===== config.mk =====
export PLATFORM = sky130hd
export DESIGN_NAME = srt4_divider
export DESIGN_NICKNAME = d
export VERILOG_FILES = /design/src/rtl/srt4_pkg.sv /design/src/rtl/srt4_qsel.sv /design/src/rtl/srt4_divider.sv
export SDC_FILE = /design/constraint.sdc
export NUM_CORES = 1
export LEC_CHECK = 0
export CORE_ASPECT_RATIO = 0.6
export CORE_MARGIN = 2
export CORE_UTILIZATION = 56
export DETAILED_ROUTE_END_ITERATION = 10
export PLACE_DENSITY = 0.89
export REMOVE_ABC_BUFFERS = 1
export SLEW_MARGIN = 20
export SYNTH_ARGS = -nofsm -noshare
export SYNTH_HDL_FRONTEND = slang
export SYNTH_SLANG_ARGS = --single-unit

===== constraint.sdc =====
create_clock -name clk -period 4.2 [get_ports clk]
set_input_delay 0.84 -clock clk [delete_from_list [all_inputs] [get_ports clk]]
set_output_delay 0.84 -clock clk [all_outputs]
set_load 0.01 [all_outputs]

===== src/rtl/srt4_pkg.sv =====
// Shared types, widths and digit-selection constants for the radix-4 SRT divider.
// Thresholds are in sixteenths of the normalized divisor, indexed by D[6:4].
package srt4_pkg;

    localparam int W_WIDTH    = 21;
    localparam int D_WIDTH    = 8;
    localparam int Q_WIDTH    = 10;
    localparam int ITERATIONS = 5;
    localparam int EST_WIDTH  = 7;
    localparam int EST_LSB    = 12;

    typedef enum logic [3:0] {
        IDLE,
        LOAD_A,
        LOAD_B,
        NORM,
        ITER,
        CORR,
        DENORM,
        OUT_Q,
        OUT_R
    } state_t;

    // Estimate >= SEL_GE_x[i] means the digit is at least x; each value sits inside
    // the overlap region of the two neighbouring digits for the whole D[6:4] interval.
    localparam logic signed [EST_WIDTH-1:0] SEL_GE_P2 [0:7] =
        '{7'sd12, 7'sd14, 7'sd16, 7'sd17, 7'sd19, 7'sd20, 7'sd22, 7'sd24};
    localparam logic signed [EST_WIDTH-1:0] SEL_GE_P1 [0:7] =
        '{7'sd4, 7'sd5, 7'sd5, 7'sd6, 7'sd6, 7'sd7, 7'sd7, 7'sd8};
    localparam logic signed [EST_WIDTH-1:0] SEL_GE_Z0 [0:7] =
        '{-7'sd4, -7'sd5, -7'sd5, -7'sd6, -7'sd6, -7'sd7, -7'sd7, -7'sd8};
    localparam logic signed [EST_WIDTH-1:0] SEL_GE_N1 [0:7] =
        '{-7'sd13, -7'sd14, -7'sd16, -7'sd17, -7'sd19, -7'sd20, -7'sd22, -7'sd24};

    function automatic logic [2:0] lead_zeros(input logic [D_WIDTH-1:0] v);
        lead_zeros = 3'd7;
        for (int i = 0; i < D_WIDTH; i++) begin
            if (v[i]) lead_zeros = 3'(D_WIDTH - 1 - i);
        end
    endfunction

endpackage


===== src/rtl/srt4_qsel.sv =====
// Radix-4 quotient digit selection from a truncated partial remainder
// (floor of 4W in sixteenths of the divisor) and the three divisor bits after the leading one.
module srt4_qsel
    import srt4_pkg::*;
(
    input  logic signed [EST_WIDTH-1:0] w_est,
    input  logic        [2:0]           d_idx,
    output logic signed [2:0]           q
);

    always_comb begin
        if (w_est >= SEL_GE_P2[d_idx])      q = 3'sd2;
        else if (w_est >= SEL_GE_P1[d_idx]) q = 3'sd1;
        else if (w_est >= SEL_GE_Z0[d_idx]) q = 3'sd0;
        else if (w_est >= SEL_GE_N1[d_idx]) q = -3'sd1;
        else                                q = -3'sd2;
    end

endmodule


===== src/rtl/srt4_divider.sv =====
// 8-bit unsigned radix-4 SRT divider: operands loaded serially from inbus,
// quotient then remainder driven on outbus with endSignal, fixed 11-cycle latency.
module srt4_divider
    import srt4_pkg::*;
(
    input  logic         clk,
    input  logic         rst_b,
    input  logic         beginSignal,
    input  logic [7:0]   inbus,
    output logic [7:0]   outbus,
    output logic         endSignal
);

    state_t state, state_next;

    logic [2:0]                iter_cnt;
    logic [D_WIDTH-1:0]        x_reg, d_reg, div_norm, rem;
    logic [2:0]                shift, lz;
    logic signed [W_WIDTH-1:0] w, w_next, w_times4, d_multiple;
    logic [W_WIDTH-1:0]        d_scaled;
    logic [Q_WIDTH-1:0]        q_reg, qm_reg, q_next, qm_next;
    logic signed [2:0]         digit;
    logic                      div_zero;
    logic [W_WIDTH-1:0]        w_mag;
    logic [23:0]               w_mag3, w_bound;

    assign div_zero = (d_reg == '0);
    assign lz       = lead_zeros(d_reg);
    assign d_scaled = {3'b000, div_norm, 10'b0};

    srt4_qsel u_qsel (
        .w_est (w[EST_LSB+EST_WIDTH-1:EST_LSB]),
        .d_idx (div_norm[6:4]),
        .q     (digit)
    );

    always_comb begin
        state_next = state;
        case (state)
            IDLE:    if (beginSignal) state_next = LOAD_A;
            LOAD_A:  state_next = LOAD_B;
            LOAD_B:  state_next = NORM;
            NORM:    state_next = ITER;
            ITER:    if (iter_cnt == 3'(ITERATIONS - 1)) state_next = CORR;
            CORR:    state_next = DENORM;
            DENORM:  state_next = OUT_Q;
            OUT_Q:   state_next = OUT_R;
            OUT_R:   state_next = IDLE;
            default: state_next = IDLE;
        endcase
    end

    // Residual recurrence plus on-the-fly conversion: QM always tracks Q-1 so a
    // negative digit never needs a borrow chain.
    always_comb begin
        w_times4   = {w[W_WIDTH-3:0], 2'b00};
        d_multiple = -signed'(d_scaled << 1);
        q_next     = {qm_reg[Q_WIDTH-3:0], 2'd2};
        qm_next    = {qm_reg[Q_WIDTH-3:0], 2'd1};
        case (digit)
            3'sd2: begin
                d_multiple = signed'(d_scaled << 1);
                q_next     = {q_reg[Q_WIDTH-3:0], 2'd2};
                qm_next    = {q_reg[Q_WIDTH-3:0], 2'd1};
            end
            3'sd1: begin
                d_multiple = signed'(d_scaled);
                q_next     = {q_reg[Q_WIDTH-3:0], 2'd1};
                qm_next    = {q_reg[Q_WIDTH-3:0], 2'd0};
            end
            3'sd0: begin
                d_multiple = '0;
                q_next     = {q_reg[Q_WIDTH-3:0], 2'd0};
                qm_next    = {qm_reg[Q_WIDTH-3:0], 2'd3};
            end
            -3'sd1: begin
                d_multiple = -signed'(d_scaled);
                q_next     = {qm_reg[Q_WIDTH-3:0], 2'd3};
                qm_next    = {qm_reg[Q_WIDTH-3:0], 2'd2};
            end
            default: ;
        endcase
        w_next = w_times4 - d_multiple;
    end

    always_ff @(posedge clk) begin
        if (rst_b) begin
            state     <= IDLE;
            iter_cnt  <= '0;
            x_reg     <= '0;
            d_reg     <= '0;
            div_norm  <= '0;
            rem       <= '0;
            shift     <= '0;
            w         <= '0;
            q_reg     <= '0;
            qm_reg    <= '0;
            outbus    <= '0;
            endSignal <= 1'b0;
        end else begin
            state     <= state_next;
            outbus    <= '0;
            endSignal <= 1'b0;
            case (state)
                LOAD_A: x_reg <= inbus;
                LOAD_B: d_reg <= inbus;
                NORM: begin
                    iter_cnt <= '0;
                    q_reg    <= '0;
                    qm_reg   <= '0;
                    if (div_zero) begin
                        shift    <= '0;
                        div_norm <= '0;
                        w        <= '0;
                    end else begin
                        shift    <= lz;
                        div_norm <= d_reg << lz;
                        w        <= W_WIDTH'(x_reg) << lz;
                    end
                end
                ITER: begin
                    iter_cnt <= iter_cnt + 3'd1;
                    if (!div_zero) begin
                        w      <= w_next;
                        q_reg  <= q_next;
                        qm_reg <= qm_next;
                    end
                end
                // The remainder lies in (-D, D), so its low byte is enough for the fix-up.
                CORR: begin
                    if (div_zero) begin
                        q_reg <= Q_WIDTH'(8'hFF);
                        rem   <= x_reg;
                    end else if (w[W_WIDTH-1]) begin
                        q_reg <= qm_reg;
                        rem   <= w[17:10] + div_norm;
                    end else begin
                        rem   <= w[17:10];
                    end
                end
                DENORM: rem <= rem >> shift;
                OUT_Q: begin
                    outbus    <= q_reg[7:0];
                    endSignal <= 1'b1;
                end
                OUT_R: begin
                    outbus    <= rem;
                    endSignal <= 1'b1;
                end
                default: ;
            endcase
        end
    end

    assign w_mag   = w[W_WIDTH-1] ? -w : w;
    assign w_mag3  = {3'b000, w_mag} * 24'd3;
    assign w_bound = {5'b00000, div_norm, 11'b0};

    always_ff @(posedge clk) begin
        if (!rst_b && !div_zero && (state == ITER || state == CORR))
            assert (w_mag3 <= w_bound);
        if (!rst_b && state == DENORM)
            assert (q_reg[Q_WIDTH-1:8] == 2'b00);
    end

endmodule


==> results of run 1 <==
==> worst max-delay path, delay by kind of cell (launching register included) <==
| kind | cells | cell delay (ns) |
|---|---|---|
| adder cells (fa/ha/maj) | 3 | 0.78 |
| buffers and inverters | 1 | 0.15 |
| multiplexers | 1 | 0.19 |
| flip-flops | 1 | 0.33 |
| XOR/XNOR | 1 | 0.19 |
| AO/OA/AOI/OAI | 10 | 1.81 |
| AND/OR/NAND/NOR | 3 | 0.51 |
==> layout make-up <==
| cell class | count | share of cell area, % |
|---|---|---|
| clock buffers | 10 | 3.474 |
| well taps | 139 | 2.528 |
| repair buffers | 48 | 5.911 |
| flip-flops and latches | 87 | 25.45 |
| inverters | 23 | 1.328 |
| multi-input cells | 607 | 59.89 |
| clock inverters | 6 | 1.419 |
==> layer usage <==
metal | up-vias | track usage, % | share of wire (%)
met3 | 41 | 9.420 | 12
met4 | 0 | 6.586 | 1.7
met5 | - | 0 | 0
met1 | 2754 | 45.05 | 46
met2 | 318 | 39.15 | 40
li1 | 2801 | - | -
==> kinds of logic after synthesis <==
kind of cell / Yosys count
flip-flops: 87
adder cells (fa/ha/maj): 44
buffers and inverters: 72
XOR/XNOR: 21
AO/OA/AOI/OAI: 219
AND/OR/NAND/NOR: 282
multiplexers: 41
==> synthesized netlist by cell type, types with 13 or more instances <==
cell type                  count
sky130_fd_sc_hd__a21oi_1      60
sky130_fd_sc_hd__a22oi_1      13
sky130_fd_sc_hd__clkbuf_1     30
sky130_fd_sc_hd__dfxtp_1      87
sky130_fd_sc_hd__ha_1         43
sky130_fd_sc_hd__inv_1        23
sky130_fd_sc_hd__mux2i_1      31
sky130_fd_sc_hd__nand2_1     111
sky130_fd_sc_hd__nor2_1       85
sky130_fd_sc_hd__nor3_1       18
sky130_fd_sc_hd__o21ai_0      40
==> power groups by stage <==
stage	Sequential (mW)	Combinational, mW	Clock, mW
2_1_floorplan	0.893	0.249	0
3_5_place_dp	0.906	0.354	0
6_report	0.890	0.390	0.904
4_1_cts	0.887	0.361	0.907
3_3_place_gp	0.905	0.348	0
5_1_grt	0.893	0.424	0.946
==> through the flow <==
step / cells / worst slack (ns) / area (sq um) / power [mW]
global route: 920 / -0.06460 / 6879 / 2.262
finish: 920 / 0.1104 / 6879 / 2.184
detailed placement: 899 / -0.1639 / 6330 / 1.260
floorplan: 717 / -0.1011 / 5786 / 1.142
global placement: 899 / -0.02517 / 6330 / 1.253
CTS: 915 / 0.004252 / 6688 / 2.156
==> worst min-delay path by stage <==
stage	endpoint	start	cells after the start	slack (ns)
5_1_grt	w[4]$_SDFFE_PP0P_	w[4]$_SDFFE_PP0P_	2	0.49
3_5_place_dp	qm_reg[6]$_SDFFE_PP0P_	qm_reg[6]$_SDFFE_PP0P_	2	0.44
2_1_floorplan	qm_reg[6]$_SDFFE_PP0P_	qm_reg[6]$_SDFFE_PP0P_	2	0.42
6_report	w[7]$_SDFFE_PP0P_	w[7]$_SDFFE_PP0P_	2	0.45
4_1_cts	w[7]$_SDFFE_PP0P_	w[7]$_SDFFE_PP0P_	2	0.45
3_3_place_gp	qm_reg[6]$_SDFFE_PP0P_	qm_reg[6]$_SDFFE_PP0P_	2	0.43
==> repair_timing <==
item                                    CTS  global route
pin swaps                                 1            14
resized for setup                         8            37
buffers inserted                          0             5
gates cloned                              0             0
endpoints found under the setup margin    3             5
==> results.rst, run 1 <==
.. list-table::
   :header-rows: 1

   * - Metric
     - Value
   * - Max-slew violation count
     - 0
   * - Worst Setup SP
     - div_norm[5]$_SDFFE_PP0P_
   * - Leakage power
     - 2.555 nW
   * - Initial antenna violation count
     - 0
   * - Synth area leader
     - sky130_fd_sc_hd__dfxtp_1
   * - Cell Int Power
     - 1.539 mW
   * - Largest fanout on the critical path
     - 6
   * - Hold bufs inserted after CTS
     - 0
   * - Sequential power share
     - between 40% and 50%
   * - Clock network latency to the later pin of the worst-skew pair
     - ~0.35 ns
   * - Top register by number of flip-flops
     - w
   * - Dominant combinational cell family by area after synthesis
     - compound AO/OA/AOI/OAI gates
   * - Count of inserted antenna diode cells
     - 0
   * - Pin count of the biggest net entering global routing
     - 38
   * - Tmin final
     - around 4.1 ns
   * - Commonest non-fill, non-tap cell in the layout
     - sky130_fd_sc_hd__nand2_1
   * - Actual transition at the worst max-transition pin
     - 0.9347 ns
   * - Total wire length after detailed routing
     - about 17,000 microns
   * - # rows
     - 29
   * - CTS clk-pin slew, worst paths
     - 0.06 ns
   * - Final number of hold-violating endpoints
     - 0
   * - Critical Path, Cell by Cell
     - buf_4 > ha_2 > mux2i_1 > ha_1 > a21o_1 > a31oi_2 > o21ai_4 > nand2_4 > a211oi_2 > a221o_1 > o21ai_1 > ha_1 > a21oi_2 > nand2_2 > a221o_1 > or2_4 > a21oi_2 > xor2_1 > o21ai_0
   * - Number of flip-flops and latches in the synthesized netlist
     - slightly below 90
   * - Max frequency
     - around 240 MHz
   * - Total congestion overflow
     - 0
   * - Area Growth Syn to Fin
     - 14.23%
   * - Level count of the clock H-tree
     - 3
   * - Cell area power density
     - between 300 and 400 nW/um^2
   * - Number of max-cap violations
     - 0
   * - Via-per-instance ratio
     - around 6.4
   * - Maximum clock path buffer count
     - 2
   * - End of the worst register-to-register path
     - w[17]$_SDFFE_PP0P_
   * - Data arrival, critical path
     - about 4.3 ns
   * - Clock group share of total power
     - about two fifths
   * - TritonCTS clock tree
     - done
   * - Die Area
     - between 10,000 and 15,000 sq um
   * - Final cycle utilization of the critical path
     - 97.37%
   * - GPL Wtd Cong
     - 0.9756
   * - Top FF cell, synth
     - sky130_fd_sc_hd__dfxtp_1
   * - Result of the run
     - completed
   * - VDD IR-drop max
     - 202.7 uV
   * - Largest stage delay, worst path
     - 0.41 ns
   * - Placeable core region
     - ~11,000 sq um
   * - Number of buffers added by the clock tree synthesis step
     - 9
   * - Antenna-violating nets left
     - 0
   * - Worst setup path endpoint
     - w[17]$_SDFFE_PP0P_
   * - Required time at the worst-slack endpoint
     - 4.42 ns
   * - Setup TNS Final
     - 0 ns
   * - Fraction of the mapped netlist area in compound gates
     - between 20% and 30%
   * - HPWL after detailed placement
     - around 12,000 microns
   * - Drt pass-1 iters
     - 5
   * - Commonest cells after routing, fill and taps aside
     - sky130_fd_sc_hd__nand2_1 (106), sky130_fd_sc_hd__dfxtp_1 (84), sky130_fd_sc_hd__nor2_1 (83), sky130_fd_sc_hd__a21oi_1 (55), sky130_fd_sc_hd__ha_1 (40)
   * - Iter 0 DRT Violations
     - a little over 900
   * - Total Routing Usage GR
     - just under 30%
   * - Via count of the first global-routing pass
     - around 5,200
   * - DRC violations left
     - 0
   * - Hold_ws
     - between 0.4 and 0.5 ns
   * - PortBufs
     - 19
   * - Multiplexer share of the synthesized area
     - between 7 and 8%
   * - Multi-input gate area
     - 4120 sq um
   * - Cell types occupying the most area after synthesis
     - sky130_fd_sc_hd__dfxtp_1 (29%), sky130_fd_sc_hd__ha_1 (8.9%), sky130_fd_sc_hd__nand2_1 (6.9%), sky130_fd_sc_hd__nor2_1 (5.3%), sky130_fd_sc_hd__mux2i_1 (5.2%)
   * - Count of yosys warnings during synthesis
     - 0
   * - Area share of the leading cell type in the synthesized netlist
     - between 20 and 30%
   * - Depth of the worst register-to-register path
     - 19
   * - Simple-gate area share of the yosys netlist
     - 21.59%
   * - Fraction of layout cells with a size suffix above 1
     - ~14%
   * - Final Util
     - roughly two thirds
   * - Die extent in x
     - ~140 microns
   * - Kind of start point of the critical path
     - flop
   * - Clock sink total
     - 87
   * - Clk root buf
     - sky130_fd_sc_hd__clkbuf_16
   * - Synthesized-area fraction occupied by xor and xnor cells
     - 3.054%
   * - Critical path class
     - reg -> reg
   * - Power spent charging and discharging nets
     - between 0.6 and 0.7 mW
   * - CP Capture Type
     - flop
   * - Switching part of the total
     - 29.52%
   * - Number of enable flip-flop cells after synthesis
     - 0
   * - Total Nets Final
     - roughly 830
   * - Cell with the largest stage delay on the worst path
     - sky130_fd_sc_hd__a221o_1
   * - Combinational power share
     - between 10% and 20%
   * - Wirelength per Cell
     - ~18 microns
   * - Total of endpoints with negative setup slack in the final report
     - 0
   * - Count of different cell masters after synthesis
     - 68
   * - Synthesized cell area
     - around 6000 sq um
   * - Setup skew after layout
     - 0.008306 ns
   * - Number of instances in the synthesized netlist
     - between 700 and 800
   * - Fraction of synthesis flops using an asynchronous set or reset pin
     - 0%
   * - IO Pins
     - 20
   * - Worst reg2reg path startpoint
     - div_norm[5]$_SDFFE_PP0P_
   * - Worst min-delay path category
     - reg -> reg
   * - Vert. Die Dim
     - roughly 84 microns
   * - Flip-flop and latch area
     - 1750 sq um
   * - Flip-flop count of the largest register after layout
     - 20
   * - Final-layout fill cell count
     - between 800 and 900
   * - First-pass GRT wire length
     - around 27,000 microns
   * - Starting utilization of the core area
     - between 50% and 60%
   * - Detailed-route via count
     - about 6,000
   * - R2r setup slk
     - ~0.11 ns
   * - Adder-Cell Fraction of Synth Area
     - 9.267%
   * - Synth Area per Inst
     - between 7 and 8 sq um
   * - Part of the Yosys area used for sequential elements
     - between 20% and 30%
   * - Worst-case headroom to the max-slew limit
     - between 30% and 40%
Note: power is estimated with default switching activity, not from simulation.
==> inputs of run 2 (changes only) <==
MAX_ROUTING_LAYER = met4   (was not set)
==> run 2 against run 1 <==
  * Die area unchanged
  * Via count increased by 1.3%
  * First-iteration DRC count down 20%
  * Sequential share of layout area grew 0.38 points
  * Hold slack improved by 0.0042 ns
  * Combinational power is 2% lower
  * Largest cell class unchanged
==> results.rst, run 2 (synthesis gave the netlist of run 1 again) <==
.. list-table::
   :header-rows: 1

   * - Metric
     - Value
   * - Result of the run
     - completed
   * - Maximum clock path buffer count
     - 2
   * - Starting utilization of the core area
     - between 50 and 60%
   * - Met2 routed WL
     - slightly above 7000 microns
   * - Setup skew after layout
     - approximately 0.0076 ns
   * - Drt pass-1 iters
     - 6
   * - Via-per-instance ratio
     - 6.519
   * - GPL Wtd Cong
     - around 1
   * - Final number of hold-violating endpoints
     - 0
   * - # rows
     - 29
   * - Final Util
     - roughly 64%
   * - Clock network latency to the later pin of the worst-skew pair
     - 0.36 ns
   * - Wirelength per Cell
     - 18.82 microns
   * - Critical Path, Cell by Cell
     - buf_4 > ha_2 > nand2_1 > ha_1 > or4_1 > nand3_2 > a211oi_2 > a221o_1 > o21ai_0 > ha_1 > a21oi_2 > nand2_2 > a221o_1 > or2_4 > a21oi_2 > xor2_1 > o21ai_0
   * - Worst min-delay path category
     - reg -> reg
   * - Die Area
     - between 10,000 and 15,000 sq um
   * - Post-layout instance area
     - just under 7000 sq um
   * - Detailed-route via count
     - about 6,000
   * - Max-slew violation count
     - 0
   * - Fraction of layout cells with a size suffix above 1
     - roughly an eighth
   * - Total Nets Final
     - between 800 and 900
   * - Leakage power
     - approximately 2.5 nW
   * - Pin count of the biggest net entering global routing
     - between 40 and 50
   * - Clk root buf
     - sky130_fd_sc_hd__clkbuf_16
   * - Total Routing Usage GR
     - a little under a third
   * - CTS clk-pin slew, worst paths
     - around 0.070 ns
   * - Final-layout fill cell count
     - slightly below 900
   * - Routed wire length on met3
     - ~2200 microns
   * - Total of endpoints with negative setup slack in the final report
     - 0
   * - IO Pins
     - 20
   * - Die extent in x
     - around 140 microns
   * - Iter 0 DRT Violations
     - roughly 730
   * - Commonest non-fill, non-tap cell in the layout
     - sky130_fd_sc_hd__nand2_1
   * - Placed Area
     - ~6300 sq um
   * - Number of buffers added by the clock tree synthesis step
     - 9
   * - CP Capture Type
     - flop
   * - Required time at the worst-slack endpoint
     - between 4 and 5 ns
   * - PortBufs
     - 19
   * - Total congestion overflow
     - 0
   * - Count of inserted antenna diode cells
     - 0
   * - Actual transition at the worst max-transition pin
     - approximately 1.1 ns
   * - Level count of the clock H-tree
     - 3
   * - Via count of the first global-routing pass
     - approximately 5,400
   * - First-pass GRT wire length
     - 27,760 microns
   * - Met1 layer wirelength in the final routing
     - approximately 7700 microns
   * - Placeable core region
     - around 11,000 sq um
   * - Setup TNS Final
     - 0 ns
   * - HPWL after detailed placement
     - about 12,000 microns
   * - Largest stage delay, worst path
     - between 0.5 and 0.6 ns
   * - Clock sink total
     - 87
   * - Tmin final
     - 4.102 ns
   * - Final cycle utilization of the critical path
     - 97.67%
   * - DRC violations left
     - 0
   * - Flip-flop count of the largest register after layout
     - 20
   * - Number of max-cap violations
     - 0
   * - Cell with the largest stage delay on the worst path
     - sky130_fd_sc_hd__or4_1
   * - Top routing layer in use
     - met4
   * - Initial antenna violation count
     - 0
   * - Cell area power density
     - 314.0 nW/um^2
   * - Kind of start point of the critical path
     - flop
   * - Hold bufs inserted after CTS
     - 0
   * - Worst-case headroom to the max-slew limit
     - ~29%
   * - Total wire length after detailed routing
     - between 15,000 and 20,000 microns
   * - Top register by number of flip-flops
     - w
   * - TritonCTS clock tree
     - done
   * - Total power draw
     - around 2.1 mW
   * - Max frequency
     - 243.8 MHz
   * - Largest fanout on the critical path
     - 5
   * - Antenna-violating nets left
     - 0
   * - Area Growth Syn to Fin
     - 12.30%
   * - Data arrival, critical path
     - between 4 and 5 ns
   * - Critical path class
     - reg -> reg
   * - Commonest cells after routing, fill and taps aside
     - sky130_fd_sc_hd__nand2_1 (108), sky130_fd_sc_hd__nor2_1 (85), sky130_fd_sc_hd__dfxtp_1 (85), sky130_fd_sc_hd__a21oi_1 (57), sky130_fd_sc_hd__ha_1 (41)
   * - Vert. Die Dim
     - ~84 microns
   * - VDD IR-drop max
     - approximately 240 uV
run 2: cell types whose count changed in the layout (fill, tap and decap cells not counted), moves of 2 or more:
cell,change
sky130_fd_sc_hd__nand2_1,+2
sky130_fd_sc_hd__a21oi_2,-2
sky130_fd_sc_hd__a31oi_2,-2
sky130_fd_sc_hd__a21oi_1,+2
sky130_fd_sc_hd__nor2_2,-2
sky130_fd_sc_hd__nand2_2,-2
sky130_fd_sc_hd__a31oi_1,+2
sky130_fd_sc_hd__clkinvlp_4,+2
sky130_fd_sc_hd__nor2_1,+2
run 2: cell type report:
| cell class | instances | area [sq um] | share of cell area, % |
|---|---|---|---|
| Multi-Input combinational cell | 607 | 4048 | 59.85 |
| Sequential cell | 87 | 1747 | 25.83 |
| Timing Repair Buffer | 47 | 395.4 | 5.846 |
| Clock buffer | 9 | 225.2 | 3.330 |
| Tap cell | 139 | 173.9 | 2.572 |
| Inverter | 23 | 88.84 | 1.314 |
| Clock inverter | 7 | 85.08 | 1.258 |
run 2: critical path, delay by kind of cell (launching register included):
family                     cells  cell delay, ns
xor gates and xnor gates       1            0.15
and+or+nand+nor                5            1.18
AOI/OAI and AO/OA              7            1.32
adders and majority gates      3            0.81
buffers and inverters          1            0.15
DFF                            1            0.36
run 2: timing repair:
item,in CTS,in global routing
endpoints found under the setup margin,4,4
pin swaps,0,8
buffers inserted,0,4
resized for setup,7,21
run 2: per-stage QoR:
| stage | hold slack, ns | std cells | worst slack, ns |
|---|---|---|---|
| after detailed placement | 0.4459 | 899 | -0.1905 |
| after floorplan | 0.4199 | 717 | -0.1011 |
| after CTS | 0.4560 | 915 | 0.01007 |
| after global routing | 0.4919 | 919 | -0.04769 |
| final | 0.4557 | 919 | 0.09776 |
| after global placement | 0.4318 | 899 | -0.009434 |
run 2: power by group:
| group | switching, mW | internal [mW] |
|---|---|---|
| combinational | 0.237 | 0.145 |
| clock | 0.378 | 0.474 |
| sequential | 0.0439 | 0.846 |
| total | 0.659 | 1.46 |
run 2: metal layers:
| layer | up-vias | track usage (%) |
|---|---|---|
| met5 | - | - |
| met4 | 0 | 8.998 |
| met3 | 36 | 7.367 |
| met2 | 390 | 41.31 |
| met1 | 2773 | 46.18 |
| li1 | 2792 | - |
run 2: worst paths after layout:
kind | startpoint | endpoint | slack [ns] | cells past startpoint
worst min register to register | w[4]$_SDFFE_PP0P_ | w[4]$_SDFFE_PP0P_ | 0.46 | 2
worst max-delay path | div_norm[5]$_SDFFE_PP0P_ | w[17]$_SDFFE_PP0P_ | 0.1 | 17
worst min-delay path | w[4]$_SDFFE_PP0P_ | w[4]$_SDFFE_PP0P_ | 0.46 | 2
worst max register to register | div_norm[5]$_SDFFE_PP0P_ | w[17]$_SDFFE_PP0P_ | 0.1 | 17
